File: src/rtl/mem_arb_pkg.sv
// Shared definitions for the two-port RAM arbiter: FSM encoding, port ids
// and the width of the read-latency counter.
package mem_arb_pkg;

    typedef enum logic [1:0] {
        IDLE  = 2'd0,
        ISSUE = 2'd1,
        WAIT  = 2'd2,
        DONE  = 2'd3
    } arb_state_t;

    localparam logic PORT_CPU = 1'b0;
    localparam logic PORT_DBG = 1'b1;

    localparam int LAT_CNT_W = 3;

endpackage

File: src/rtl/rr_pick2.sv
// Two-way grant decision: a lone requester always wins; on contention either
// alternate against the last grant or let port 0 win outright.
module rr_pick2
    import mem_arb_pkg::*;
(
    input  logic req0,
    input  logic req1,
    input  logic last_grant,
    input  logic round_robin,
    output logic grant_valid,
    output logic grant_id
);

    always_comb begin
        grant_valid = req0 | req1;
        grant_id    = PORT_CPU;
        if (req0 && req1) begin
            grant_id = round_robin ? ~last_grant : PORT_CPU;
        end else if (req1) begin
            grant_id = PORT_DBG;
        end
    end

endmodule

File: src/rtl/mem_arbiter.sv
// Shares one single-port RAM between the CPU (port 0) and a loader/debug
// port (port 1), one transaction at a time.
module mem_arbiter
    import mem_arb_pkg::*;
#(
    parameter int ADDR_W      = 9,
    parameter int DATA_W      = 32,
    parameter int MEM_LATENCY = 1,
    parameter int ROUND_ROBIN = 1
) (
    input  logic              clk,
    input  logic              reset,
    input  logic              in_cpu_req,
    input  logic              in_cpu_we,
    input  logic [ADDR_W-1:0] in_cpu_addr,
    input  logic [DATA_W-1:0] in_cpu_wdata,
    output logic              out_cpu_ack,
    output logic [DATA_W-1:0] out_cpu_rdata,
    input  logic              in_dbg_req,
    input  logic              in_dbg_we,
    input  logic [ADDR_W-1:0] in_dbg_addr,
    input  logic [DATA_W-1:0] in_dbg_wdata,
    output logic              out_dbg_ack,
    output logic [DATA_W-1:0] out_dbg_rdata,
    output logic [ADDR_W-1:0] out_mem_address,
    output logic [DATA_W-1:0] out_mem_data,
    output logic              out_mem_rden,
    output logic              out_mem_wren,
    input  logic [DATA_W-1:0] in_mem_q,
    output logic              out_busy,
    output logic              out_grant
);

    // Handshake: req is a level held until the one-cycle ack; we/addr/wdata
    // are captured only at the grant edge, and a req still high in the IDLE
    // cycle after ack starts a new transaction with the current request fields.

    localparam logic [LAT_CNT_W-1:0] LAT_INIT = LAT_CNT_W'(MEM_LATENCY);
    localparam logic [LAT_CNT_W-1:0] CNT_ONE  = LAT_CNT_W'(1);

    arb_state_t           state;
    arb_state_t           state_next;
    logic [LAT_CNT_W-1:0] wait_cnt;
    logic                 winner;
    logic                 last_grant;
    logic                 lat_we;
    logic                 pick_valid;
    logic                 pick_id;
    logic                 grant_fire;
    logic                 sel_we;
    logic [ADDR_W-1:0]    sel_addr;
    logic [DATA_W-1:0]    sel_wdata;

    rr_pick2 u_pick (
        .req0        (in_cpu_req),
        .req1        (in_dbg_req),
        .last_grant  (last_grant),
        .round_robin (ROUND_ROBIN != 0),
        .grant_valid (pick_valid),
        .grant_id    (pick_id)
    );

    assign grant_fire = (state == IDLE) && pick_valid;
    assign sel_we     = pick_id ? in_dbg_we    : in_cpu_we;
    assign sel_addr   = pick_id ? in_dbg_addr  : in_cpu_addr;
    assign sel_wdata  = pick_id ? in_dbg_wdata : in_cpu_wdata;

    always_ff @(posedge clk) begin
        if (!reset) begin
            state <= IDLE;
        end else begin
            state <= state_next;
        end
    end

    always_comb begin
        state_next = state;
        case (state)
            IDLE:    if (pick_valid) state_next = ISSUE;
            ISSUE:   state_next = lat_we ? DONE : WAIT;
            WAIT:    if (wait_cnt == CNT_ONE) state_next = DONE;
            DONE:    state_next = IDLE;
            default: state_next = IDLE;
        endcase
    end

    // The RAM strobes are loaded at the grant edge so they are high exactly
    // during ISSUE; address/data stay put until the next grant.
    always_ff @(posedge clk) begin
        if (!reset) begin
            winner          <= PORT_CPU;
            last_grant      <= PORT_DBG;
            lat_we          <= 1'b0;
            wait_cnt        <= '0;
            out_mem_address <= '0;
            out_mem_data    <= '0;
            out_mem_rden    <= 1'b0;
            out_mem_wren    <= 1'b0;
            out_cpu_rdata   <= '0;
            out_dbg_rdata   <= '0;
        end else begin
            out_mem_rden <= 1'b0;
            out_mem_wren <= 1'b0;
            if (grant_fire) begin
                winner          <= pick_id;
                last_grant      <= pick_id;
                lat_we          <= sel_we;
                out_mem_address <= sel_addr;
                out_mem_data    <= sel_wdata;
                out_mem_wren    <= sel_we;
                out_mem_rden    <= ~sel_we;
            end
            if (state == ISSUE) begin
                wait_cnt <= LAT_INIT;
            end else if (state == WAIT) begin
                wait_cnt <= wait_cnt - CNT_ONE;
            end
            if ((state == WAIT) && (wait_cnt == CNT_ONE)) begin
                if (winner == PORT_DBG) begin
                    out_dbg_rdata <= in_mem_q;
                end else begin
                    out_cpu_rdata <= in_mem_q;
                end
            end
        end
    end

    assign out_busy    = (state != IDLE);
    assign out_cpu_ack = (state == DONE) && (winner == PORT_CPU);
    assign out_dbg_ack = (state == DONE) && (winner == PORT_DBG);
    assign out_grant   = winner;

endmodule
File: config.mk
export PLATFORM = sky130hd
export DESIGN_NAME = mem_arbiter
export DESIGN_NICKNAME = d
export VERILOG_FILES = /design/src/rtl/mem_arb_pkg.sv /design/src/rtl/rr_pick2.sv /design/src/rtl/mem_arbiter.sv
export SDC_FILE = /design/constraint.sdc
export NUM_CORES = 1
export LEC_CHECK = 0
export CORE_ASPECT_RATIO = 1.5
export CORE_MARGIN = 10
export CORE_UTILIZATION = 35
export DETAILED_ROUTE_END_ITERATION = 7
export PLACE_DENSITY = 0.72
export RECOVER_POWER = 25
export SYNTH_ARGS = -nofsm -noshare
export SYNTH_HDL_FRONTEND = slang
export SYNTH_SLANG_ARGS = --single-unit
File: constraint.sdc
create_clock -name clk -period 2.6 [get_ports clk]
set_clock_uncertainty 0.05 [all_clocks]
set_input_delay 0.39 -clock clk [delete_from_list [all_inputs] [get_ports clk]]
set_output_delay 0.39 -clock clk [all_outputs]
set_load 0.02 [all_outputs]
==> results.md, run 1 <==
- Gates resized during post-CTS repair numbered 0.
- Total power for the finished layout comes to 6.66 mW.
- The antenna diode count is 0.
- In this run the power density over the cells is 903 nW/um2.
- TritonCTS built the clock tree.
- The path category of the worst min-delay check is in2reg.
- The async set-or-reset flop fraction in the synthesized netlist is 0%.
- The worst voltage drop across the vdd grid is 0.000614 V.
- The worst-skew pair later-pin latency is 400 ps.
- Entering global routing, the biggest net connects 72 pins.
- Counting every net in the synthesized netlist gives 666.
- The worst setup path is launched from an input port.
- The critical path is of the in2reg type.
- Wires add up to 16.1 mm.
- The synthesized flop and latch total is 115.
- The final critical delay including setup and external delays is 2360 ps.
- The routability-driven placement congestion ratio is 0.808.
- The height of the die is 158 um.
- Static timing analysis puts the maximum clock frequency at 0.423 GHz.
- After detailed routing, the average wire length per cell comes to 17.6 um.
- In the final layout, the share of cells above drive strength 1 is 5.65%.
- The TritonCTS buffer count is 17.
- The flow ran to the end, and the final reports show no timing, DRC or antenna violations.
- For this configuration, the core starts out at a cell density of 35.5%.
- The number of synthesis warnings is 0.
- The library cell used most frequently in the layout, excluding fill and tap cells, is sky130_fd_sc_hd__clkdlybuf4s50_1.
- The max capacitance violation total is 0.
- The total area inside the core boundary comes to 12,400 um2.
- In the layout the commonest cells are 188 x sky130_fd_sc_hd__clkdlybuf4s50_1, 115 x sky130_fd_sc_hd__dfxtp_1, 107 x sky130_fd_sc_hd__o21ai_0.
- Sequential cells were found to cover 52.1% of the synthesized design area.
- For the worst setup path, the data arrival time is 2640 ps.
- The number of global-route vias before repair is 4,690.
- The total via count after detailed routing is 4,627.
- The endpoint class of the critical path is a register.
- In this run the core area contains 50 standard-cell rows.
- The final count of hold timing violations is 0.
- The total leakage power is 2.95 nW.
- Counting every sink on the clock net gives 115.
- Summed over all nets, the half-perimeter wirelength after detailed placement is 12.0 mm.
- Setup violations remaining at the end of the flow were counted as 0.
- The per-cell via count in the routed design is 5.05.
- OpenSTA, run right after detailed placement, puts the worst setup slack at 540 ps.
- Summed over all failing endpoints, the final setup total negative slack is 0 ps.
- The number of buffers added on ports is 230.
- Setup repair after global routing left no endpoint under its margin.
- The post-synthesis instance area is 4420 um2.
- The number of hold buffers added after cts is 0.
- The most used flip-flop cell after synthesis is sky130_fd_sc_hd__dfxtp_1.
- The final critical-path share of the clock period is 90.9%.
- The count of pins on the block boundary is 231.
- The sum of overflow across all layers after global routing is 0.
- Global routing used 17.4% of the available tracks across all layers.
- The first global-routing pass estimated 24.8 mm of wire.
- Clock-pin slew was measured on the worst setup and hold paths at 60 ps.
- The number of standard cells after synthesis is 539.
- The post-synthesis cell type count is 33.
- The number of nets with antenna violations after detailed routing is 0.
- The count of final max-slew check failures is 0.
- CTS built an H-tree with a depth of 4.
- The cell at the root of the clock tree is sky130_fd_sc_hd__clkbuf_16.
- The relative slew slack is 10.3%.
- The area growth from synthesis to layout is 67.0%.
- The maximum fanout along the worst path is 34.
- The number of cells on the worst hold path is 2.
- The buffers inserted during post-CTS setup optimization is 0.
- The maximum buffer depth of the clock tree is 2.
- For this block, the initial DRC count from the detailed router was 145.
- For this run, design rule violations remaining after detail routing come to 0.
- The total iterations of the first detailed-routing run is 4.
- The average instance in the mapped netlist occupies 8.19 um2.
- The initial antenna violation count was 0.
- The count of cells along the worst register-to-register path is 6.
- Setup slack on the critical path of the routed design comes to 237 ps.
- The data required time at the worst endpoint is 2880 ps.
- The post-layout net count is 875.
- The width of the chip is 112 um.
- The synthesized design contains 0 enable-type register cells.
- At the pin with the least slew margin, the transition time is 1330 ps.
- The overall die area is 17,600 um2.
[sequential cells by signal, indices dropped and copies added, names as in the netlist]
name             flops
state                2
lat_we               1
out_grant            1
out_dbg_rdata       32
out_mem_address      9
wait_cnt             3
last_grant           1
out_mem_data        32
out_mem_rden         1
out_mem_wren         1
out_cpu_rdata       32
[worst paths after layout]
check / start / to / slack [ps]
min reg2reg: out_cpu_rdata[27] / out_cpu_rdata[27] / 400
max: in_cpu_req / out_mem_data[30] / 240
max reg2reg: state[0] / out_mem_address[6] / 430
min: reset / last_grant / 400
[cells by family (layout without fill, tap and decap cells)]
family                   after synthesis  in the layout  synth area share [%]
buffers and inverters                 55            277                  5.44
XOR/XNOR                               1              1                 0.198
flip-flops                           115            115                  52.1
multiplexers                           2              2                 0.453
AO/OA/AOI/OAI                        203            203                  23.8
adder cells (fa/ha/maj)                7              7                  1.98
AND/OR/NAND/NOR                      156            156                  16.0
[synthesized netlist by cell type, types with 3 or more instances]
master	instances	area share, %
sky130_fd_sc_hd__ha_1	7	2.0
sky130_fd_sc_hd__buf_1	3	0.26
sky130_fd_sc_hd__o21ai_0	106	12
sky130_fd_sc_hd__nand2_1	77	6.5
sky130_fd_sc_hd__inv_1	7	0.60
sky130_fd_sc_hd__clkbuf_1	23	2.0
sky130_fd_sc_hd__nor2_1	4	0.34
sky130_fd_sc_hd__buf_2	19	2.2
sky130_fd_sc_hd__a21oi_1	85	9.6
sky130_fd_sc_hd__dfxtp_1	115	52
sky130_fd_sc_hd__nand3_1	64	7.3
[worst max-delay path, stage by stage]
cell	delay, ps
sky130_fd_sc_hd__dlygate4sd3_1	650
sky130_fd_sc_hd__o21ai_0	1060
sky130_fd_sc_hd__buf_12	290
sky130_fd_sc_hd__a21oi_1	70
sky130_fd_sc_hd__a21oi_1	160
[cell type report]
type	count	area, um2
fill	1105	5070
timing repair buffer	238	2410
clock inverter	14	129
multi-input combinational	369	1880
inverter	7	26.3
tap	156	195
clock buffer	18	439
sequential	115	2300
[metrics by stage]
stage                     area (um2)  util [%]  hold slack, ps  std cells
after CTS                       7410      59.5             358        917
after floorplan                 4420         -             403        539
final                           7380      59.2             396        917
after detailed placement        6840      54.9             405        885
after global placement          6840      54.9             396        885
after global routing            7380      59.2             416        917
[where the power goes]
part	total (mW)	switching [mW]	leakage, nW	internal, mW
Combinational	2.17	1.21	1.73	0.957
Sequential	2.29	0.193	0.939	2.09
Clock	2.21	0.858	0.273	1.35
[layer usage]
layer	vias to the layer above	track usage, %	wire (um)
met5	-	0	0
met4	0	5.95	230
met3	13	9.75	1850
met2	215	28.7	7540
met1	2108	18.3	6480
li1	2291	-	-
No activity file was read; power rests on OpenSTA's default activity.
==> run 2, diff against run 1 <==
--- a/config.mk
+++ b/config.mk
@@ -7,9 +7,9 @@
 export LEC_CHECK = 0
 export CORE_ASPECT_RATIO = 1.5
 export CORE_MARGIN = 10
-export CORE_UTILIZATION = 35
+export CORE_UTILIZATION = 40
 export DETAILED_ROUTE_END_ITERATION = 7
-export PLACE_DENSITY = 0.72
+export PLACE_DENSITY = 0.81
 export RECOVER_POWER = 25
 export SYNTH_ARGS = -nofsm -noshare
 export SYNTH_HDL_FRONTEND = slang
==> constraint.sdc (replaced) <==
create_clock -name clk -period 3 [get_ports clk]
set_clock_uncertainty 0.05 [all_clocks]
set_input_delay 0.45 -clock clk [delete_from_list [all_inputs] [get_ports clk]]
set_output_delay 0.45 -clock clk [all_outputs]
set_load 0.02 [all_outputs]
==> results.md, run 2 (synthesis results as in run 1) <==
- The share of power burned in combinational logic is 31.4% (-1.1 points).
- For hold timing, the worst endpoint is out_cpu_rdata[30].
- The per-cell via count in the routed design is 5.21 (+3.2%).
- The data required time at the worst endpoint is 2500 ps (-380 ps).
- The number of DRC markers after the initial detailed-route iteration came to 221 (+52%).
- The clock network power share is 35.0% (+1.9 points).
- The final non-filler cell area was 7370 um2 (about the same).
- The effective utilization at floorplan is 41.2% (+5.8 points).
- The number of nets with antenna violations after detailed routing was 0 (unchanged).
- The TritonCTS clock tree is done.
- The total via count after detailed routing was 4,709 (+1.8%).
- The largest registers in the layout are out_cpu_rdata: 32 flops, out_dbg_rdata: 32 flops, out_mem_data: 32 flops.
- The area overhead of the layout relative to synthesis is 67.0% (about the same).
- The number of rows in the core area is 46 (-8.0%).
- The worst-skew pair later-pin latency is 400 ps (about the same).
- The proportion of layout cells with a drive suffix above 1 is 5.66% (+0.0074 points).
- Setup repair after global routing left no endpoint under its margin.
- The count of final max-slew check failures is 0 (unchanged).
- The routability-driven placement congestion ratio is 0.814 (+0.71%).
- The path category of the worst min-delay check is reg2reg.
- The overall routing resource usage is 20.2% (+2.8 points).
- The detailed-route wire length came to 16.4 mm (+1.8%).
- The maximum operating frequency is 0.408 GHz.
- The clock-pin transition on the worst setup and hold timing paths is 50 ps (about the same).
- The layer flagged by global routing as most heavily used is met2.
- The total internal power was 3.93 mW (-11%).
- The buffers inserted during post-CTS setup optimization is 0 (unchanged).
- The initial antenna violation count is 0 (unchanged).
- The sum of net half-perimeters after detailed placement came to 11.9 mm (-0.32%).
- The total leakage power came to 2.96 nW (+0.47%).
- The global-route met2 utilization is 32.7% (+4.0 points).
- The height of the die is 149 um (-5.6%).
- The number of hold buffers added after cts is 0 (unchanged).
- The total of cells resized after clock tree synthesis is 0 (unchanged).
- The arrival time of data at the critical path endpoint was 1950 ps (-690 ps).
- The endpoint class of the critical path is an output pin.
- The critical register-to-register path startpoint is state[0].
- The overall die area is 15,700 um2 (-11%).
- The flow ran to the end, and the final reports show no timing, DRC or antenna violations.
- The TritonCTS buffer count was 17 (unchanged).
- The maximum fanout along the worst path came to 7 (-79%).
- The post-layout utilization of the core is 68.9% (+9.6 points).
- The met1 global-route usage came to 20.4% (+2.1 points).
- The element type at the critical path start is a register.
- The total iterations of the first detailed-routing run is 5 (+1).
- The post-route setup TNS was 0 ps (unchanged).
- The worst voltage drop across the vdd grid is 0.000488 V (-21%).
- The count of pins on the block boundary came to 231 (unchanged).
- The final count of hold timing violations came to 0 (unchanged).
- The maximum buffer depth of the clock tree is 2 (unchanged).
- The number of cells on the worst hold path is 2 (unchanged).
- The wire length of the first global-routing pass is 25.6 mm (+3.3%).
- The max capacitance violation total is 0 (unchanged).
- The sequential fraction of design power is 33.7% (-0.6 points).
- The worst reg2reg path endpoint is out_cpu_rdata[11].
- The register-to-register setup slack is 850 ps (+420 ps).
- The number of setup violations in the final report is 0 (unchanged).
- The final critical-path share of the clock period is 81.7%.
- The final critical delay including setup and external delays is 2450 ps.
- The transition time at the pin with the least slew margin is 758 ps (-573 ps).
- The tree is rooted in a sky130_fd_sc_hd__clkbuf_16.
- The standard cell core area was 10,700 um2 (-14%).
- The proportion of total power due to net switching came to 33.2% (-0.72 points).
- The final routed wire length divided by cell count is 18.1 um (+3.3%).
- The level count of the clock H-tree is 4 (unchanged).
- The post-layout net count is 874 (-0.11%).
- The most common cell after layout, fill and taps aside is sky130_fd_sc_hd__clkdlybuf4s50_1.
- The number of buffers added on ports came to 230 (unchanged).
- The sum of overflow across all layers after global routing is 0 (unchanged).
- The power per standard cell area came to 799 nW/um2 (-11%).
- The number of remaining DRC errors was 0 (unchanged).
- The met3 demand-to-capacity share in global routing is 12.5% (+2.8 points).
- The width of the chip is 106 um (-5.3%).
- The number of global-route vias before repair is 4,951 (+5.6%).
- The pin count of the biggest net entering global routing is 77 (+6.9%).
- The number of sinks handled by clock tree synthesis is 115 (unchanged).
- The count of cells along the worst register-to-register path was 6 (unchanged).
- The relative slew slack is 49.5% (+39 points).
- The antenna diode count is 0 (unchanged).
- The cell area reported after detailed placement is 6770 um2 (-1.1%).
- In the layout the commonest cells are 183 x sky130_fd_sc_hd__clkdlybuf4s50_1, 115 x sky130_fd_sc_hd__dfxtp_1, 106 x sky130_fd_sc_hd__o21ai_0.
- The switching component of the power is 1.96 mW (-13%).
- The start point of the worst min-delay path is out_cpu_rdata[30].
- The critical setup path kind is reg2out.
run 2: how the worst max path moves through the flow:
stage | cells after the start | slack [ps] | from | endpoint
6_report | 4 | 550 | state[0] | out_busy
5_1_grt | 4 | 410 | state[0] | out_busy
4_1_cts | 4 | 510 | state[0] | out_busy
3_5_place_dp | 5 | 760 | in_cpu_req | out_mem_data[27]
3_3_place_gp | 5 | 830 | in_cpu_req | out_mem_data[2]
2_1_floorplan | 7 | 1460 | state[0] | out_cpu_rdata[26]
run 2: through the flow:
| stage | hold slack, ps | power, mW | worst slack (ps) | std cells |
|---|---|---|---|---|
| floorplan | 403 | 2.96 | 1460 | 539 |
| global placement | 395 | 3.82 | 831 | 872 |
| detailed placement | 405 | 3.88 | 757 | 872 |
| CTS | 416 | 5.96 | 514 | 904 |
| global route | 434 | 6.19 | 409 | 904 |
| finish | 413 | 5.89 | 549 | 904 |
run 2: final cells by class:
cell class | count | area [um2]
Multi-Input combinational cell | 369 | 1890
Timing Repair Buffer | 237 | 2360
Fill cell | 836 | 3330
Clock inverter | 14 | 179
Tap cell | 144 | 180
Clock buffer | 18 | 429
Sequential cell | 115 | 2300
Inverter | 7 | 26.3
run 2: per-layer routing:
| metal | wire length, um | vias to the layer above |
|---|---|---|
| li1 | - | 2289 |
| met1 | 6220 | 2151 |
| met2 | 7650 | 240 |
| met3 | 2100 | 29 |
| met4 | 437 | 0 |
| met5 | 0 | - |
run 2: power by group through the flow:
stage / combinational, mW / sequential [mW] / clock (mW)
4_1_cts: 1.89 / 1.98 / 2.09
3_3_place_gp: 1.83 / 1.99 / 0
5_1_grt: 2.01 / 2.02 / 2.16
3_5_place_dp: 1.87 / 2.01 / 0
6_report: 1.85 / 1.98 / 2.06
2_1_floorplan: 0.674 / 2.29 / 0
run 2: critical path, cell delays in order (launching register included):
cell                              delay [ps]
sky130_fd_sc_hd__dfxtp_1                 380
sky130_fd_sc_hd__inv_1                   110
sky130_fd_sc_hd__ha_1                    340
sky130_fd_sc_hd__inv_1                   100
sky130_fd_sc_hd__clkdlybuf4s50_1         620
==> run 3, diff against run 2 <==
--- a/config.mk
+++ b/config.mk
@@ -7,9 +7,9 @@
 export LEC_CHECK = 0
 export CORE_ASPECT_RATIO = 1.5
 export CORE_MARGIN = 10
-export CORE_UTILIZATION = 40
+export CORE_UTILIZATION = 36
 export DETAILED_ROUTE_END_ITERATION = 7
-export PLACE_DENSITY = 0.81
+export PLACE_DENSITY = 0.77
 export RECOVER_POWER = 25
 export SYNTH_ARGS = -nofsm -noshare
 export SYNTH_HDL_FRONTEND = slang
==> constraint.sdc (replaced) <==
create_clock -name clk -period 2.16 [get_ports clk]
set_clock_uncertainty 0.05 [all_clocks]
set_input_delay 0.324 -clock clk [delete_from_list [all_inputs] [get_ports clk]]
set_output_delay 0.324 -clock clk [all_outputs]
set_load 0.02 [all_outputs]
==> results.md, run 3 (synthesis results as in run 1) <==
- The post-layout net count was 876 (+0.23%).
- The wire length of the first global-routing pass was 25.0 mm (-2.6%).
- The max capacitance violation total is 0 (unchanged).
- The maximum fanout along the worst path is 7 (unchanged).
- The sum of overflow across all layers after global routing is 0 (unchanged).
- Leaving out fill and tap cells, the most frequent cell in the layout is sky130_fd_sc_hd__clkdlybuf4s50_1.
- The overall routing resource usage is 17.5% (-2.7 points).
- The worst-skew pair later-pin latency is 400 ps (about the same).
- The critical setup path kind is reg2out.
- The routability-driven placement congestion ratio was 0.795 (-2.3%).
- The transition time at the pin with the least slew margin is 697 ps (-60.8 ps).
- The number of buffers added on ports is 230 (unchanged).
- The critical register-to-register path startpoint is state[0].
- TritonCTS built the clock tree.
- The arrival time of data at the critical path endpoint is 1660 ps (-290 ps).
- The buffers inserted during post-CTS setup optimization was 0 (unchanged).
- The run finished with clean final reports.
- The worst path needs 2030 ps of the cycle, external delays included.
- The total via count after detailed routing came to 4,729 (+0.42%).
- The width of the chip is 110 um (+4.4%).
- The data required time at the worst endpoint is 1790 ps (-710 ps).
- The path category of the worst min-delay check is in2reg.
- The pin count of the biggest net entering global routing is 67 (-13%).
- The count of final max-slew check failures is 0 (unchanged).
- The end point of the critical path is out_busy.
- The post-route setup TNS is 0 ps (unchanged).
- The count of pins on the block boundary is 231 (unchanged).
- Leaving out fill and tap cells, the most frequent cells in the layout are 226 x sky130_fd_sc_hd__clkdlybuf4s50_1, 115 x sky130_fd_sc_hd__dfxtp_1, 109 x sky130_fd_sc_hd__o21ai_0.
- The standard cell core area is 12,000 um2 (+12%).
- Setup repair after global routing left no endpoint under its margin.
- The final count of hold timing violations is 0 (unchanged).
- The largest registers in the layout are out_cpu_rdata: 32 flops, out_dbg_rdata: 32 flops, out_mem_data: 32 flops.
- The effective utilization at floorplan is 36.7% (-4.5 points).
- The proportion of layout cells with a drive suffix above 1 is 5.64% (-0.015 points).
- The least setup slack across all paths after layout was 129 ps (-420 ps).
- The element type at the critical path start is a register.
- The number of rows in the core area is 49 (+6.5%).
- The total leakage power is 2.89 nW (-2.5%).
- The clock-pin transition on the worst setup and hold timing paths is 60 ps (about the same).
- The power per standard cell area is 1130 nW/um2 (+42%).
- Static timing analysis puts the maximum clock frequency at 0.492 GHz.
- The count of cells along the worst register-to-register path is 6 (unchanged).
- The number of setup violations in the final report is 0 (unchanged).
- The area overhead of the layout relative to synthesis is 69.5%.
- The launching element of the worst setup path is state[0].
- The sum of net half-perimeters after detailed placement is 11.7 mm (-1.5%).
- The detailed-route wire length is 15.8 mm (-3.6%).
- The pre-CTS setup slack is 282 ps (-475 ps).
- The number of nets with antenna violations after detailed routing is 0 (unchanged).
- The initial antenna violation count is 0 (unchanged).
- The number of sinks handled by clock tree synthesis is 115 (unchanged).
- The number of remaining DRC errors is 0 (unchanged).
- The cell at the root of the clock tree is sky130_fd_sc_hd__clkbuf_16.
- The total iterations of the first detailed-routing run is 5 (unchanged).
- The overall die area is 17,200 um2 (+9.3%).
- The level count of the clock H-tree was 4 (unchanged).
- In this run the critical register-to-register path is captured at out_dbg_rdata[27].
- The number of global-route vias before repair is 4,813 (-2.8%).
- The register-to-register setup slack was 220 ps (-630 ps).
- The number of hold buffers added after cts is 0 (unchanged).
- The relative slew slack is 53.0% (+3.6 points).
- The final routed wire length divided by cell count is 17.3 um (-4.8%).
- The number of DRC markers after the initial detailed-route iteration is 193 (-13%).
- The antenna diode count is 0 (unchanged).
- The worst hold slack is 274 ps (-139 ps).
- The height of the die was 156 um (+4.7%).
- The worst voltage drop across the vdd grid is 0.000718 V (+47%).
- The per-cell via count in the routed design is 5.17 (-0.78%).
- The final critical-path share of the clock period is 94.0%.
- The maximum buffer depth of the clock tree came to 2 (unchanged).
- The TritonCTS buffer count is 17 (unchanged).
- The endpoint class of the critical path is an output pin.
-- run 3: cell types whose count changed in the layout (fill, tap and decap cells not counted), sizes merged --
cell | before | now
dlygate4sd3 | 46 | 0
clkdlybuf4s50 | 183 | 226
clkbuf | 19 | 22
bufinv | 3 | 5
clkinv | 5 | 3
dlygate4sd2 | 0 | 2
inv | 10 | 8
buf | 7 | 8
dlymetal6s2s | 0 | 1
-- run 3: how the worst min path moves through the flow --
stage | from | end | slack (ps) | depth (start not counted)
2_1_floorplan | wait_cnt[0] | wait_cnt[0] | 400 | 1
3_3_place_gp | out_cpu_rdata[30] | out_cpu_rdata[30] | 400 | 2
3_5_place_dp | out_dbg_rdata[13] | out_dbg_rdata[13] | 410 | 2
4_1_cts | reset | last_grant | 260 | 2
5_1_grt | reset | last_grant | 280 | 2
6_report | reset | last_grant | 270 | 2
-- run 3: per-stage QoR --
stage	utilization (%)	total power, mW	cell area [um2]	instances
global placement	57.1	5.37	6860	883
detailed placement	57.1	5.46	6860	883
finish	62.3	8.47	7480	915
global route	62.3	8.89	7480	915
floorplan	-	4.11	4420	539
CTS	62.5	8.56	7510	915
-- run 3: layout make-up --
type                       instances  area [um2]
inverter                           7        26.3
multi-input combinational        369        1880
tap                              153         191
fill                             975        4530
sequential                       115        2300
timing repair buffer             239        2430
clock inverter                    12         204
clock buffer                      20         447
-- run 3: routing by layer --
layer	GRT usage (%)	up-vias	part of all wire, %	routed length (um)
li1	-	2293	-	-
met1	18.9	2173	40	6380
met2	28.3	250	46	7250
met3	9.82	13	12	1960
met4	5.85	0	1.4	215
met5	0	-	0	0
-- run 3: timing repair --
item	in CTS	in global routing
setup endpoints to repair	2	1
pin swaps	0	0
gates resized for setup	2	1
-- run 3: critical path, cell delays in order (launching register included) --
cell,delay (ps)
sky130_fd_sc_hd__dfxtp_1,390
sky130_fd_sc_hd__inv_1,120
sky130_fd_sc_hd__ha_1,300
sky130_fd_sc_hd__inv_1,80
sky130_fd_sc_hd__dlygate4sd2_1,360
-- run 3: power by group --
group,switching (mW),internal (mW),total (mW)
clock,0.985,2.08,3.07
combinational,1.45,1.20,2.65
sequential,0.235,2.52,2.76
total,2.67,5.80,8.47
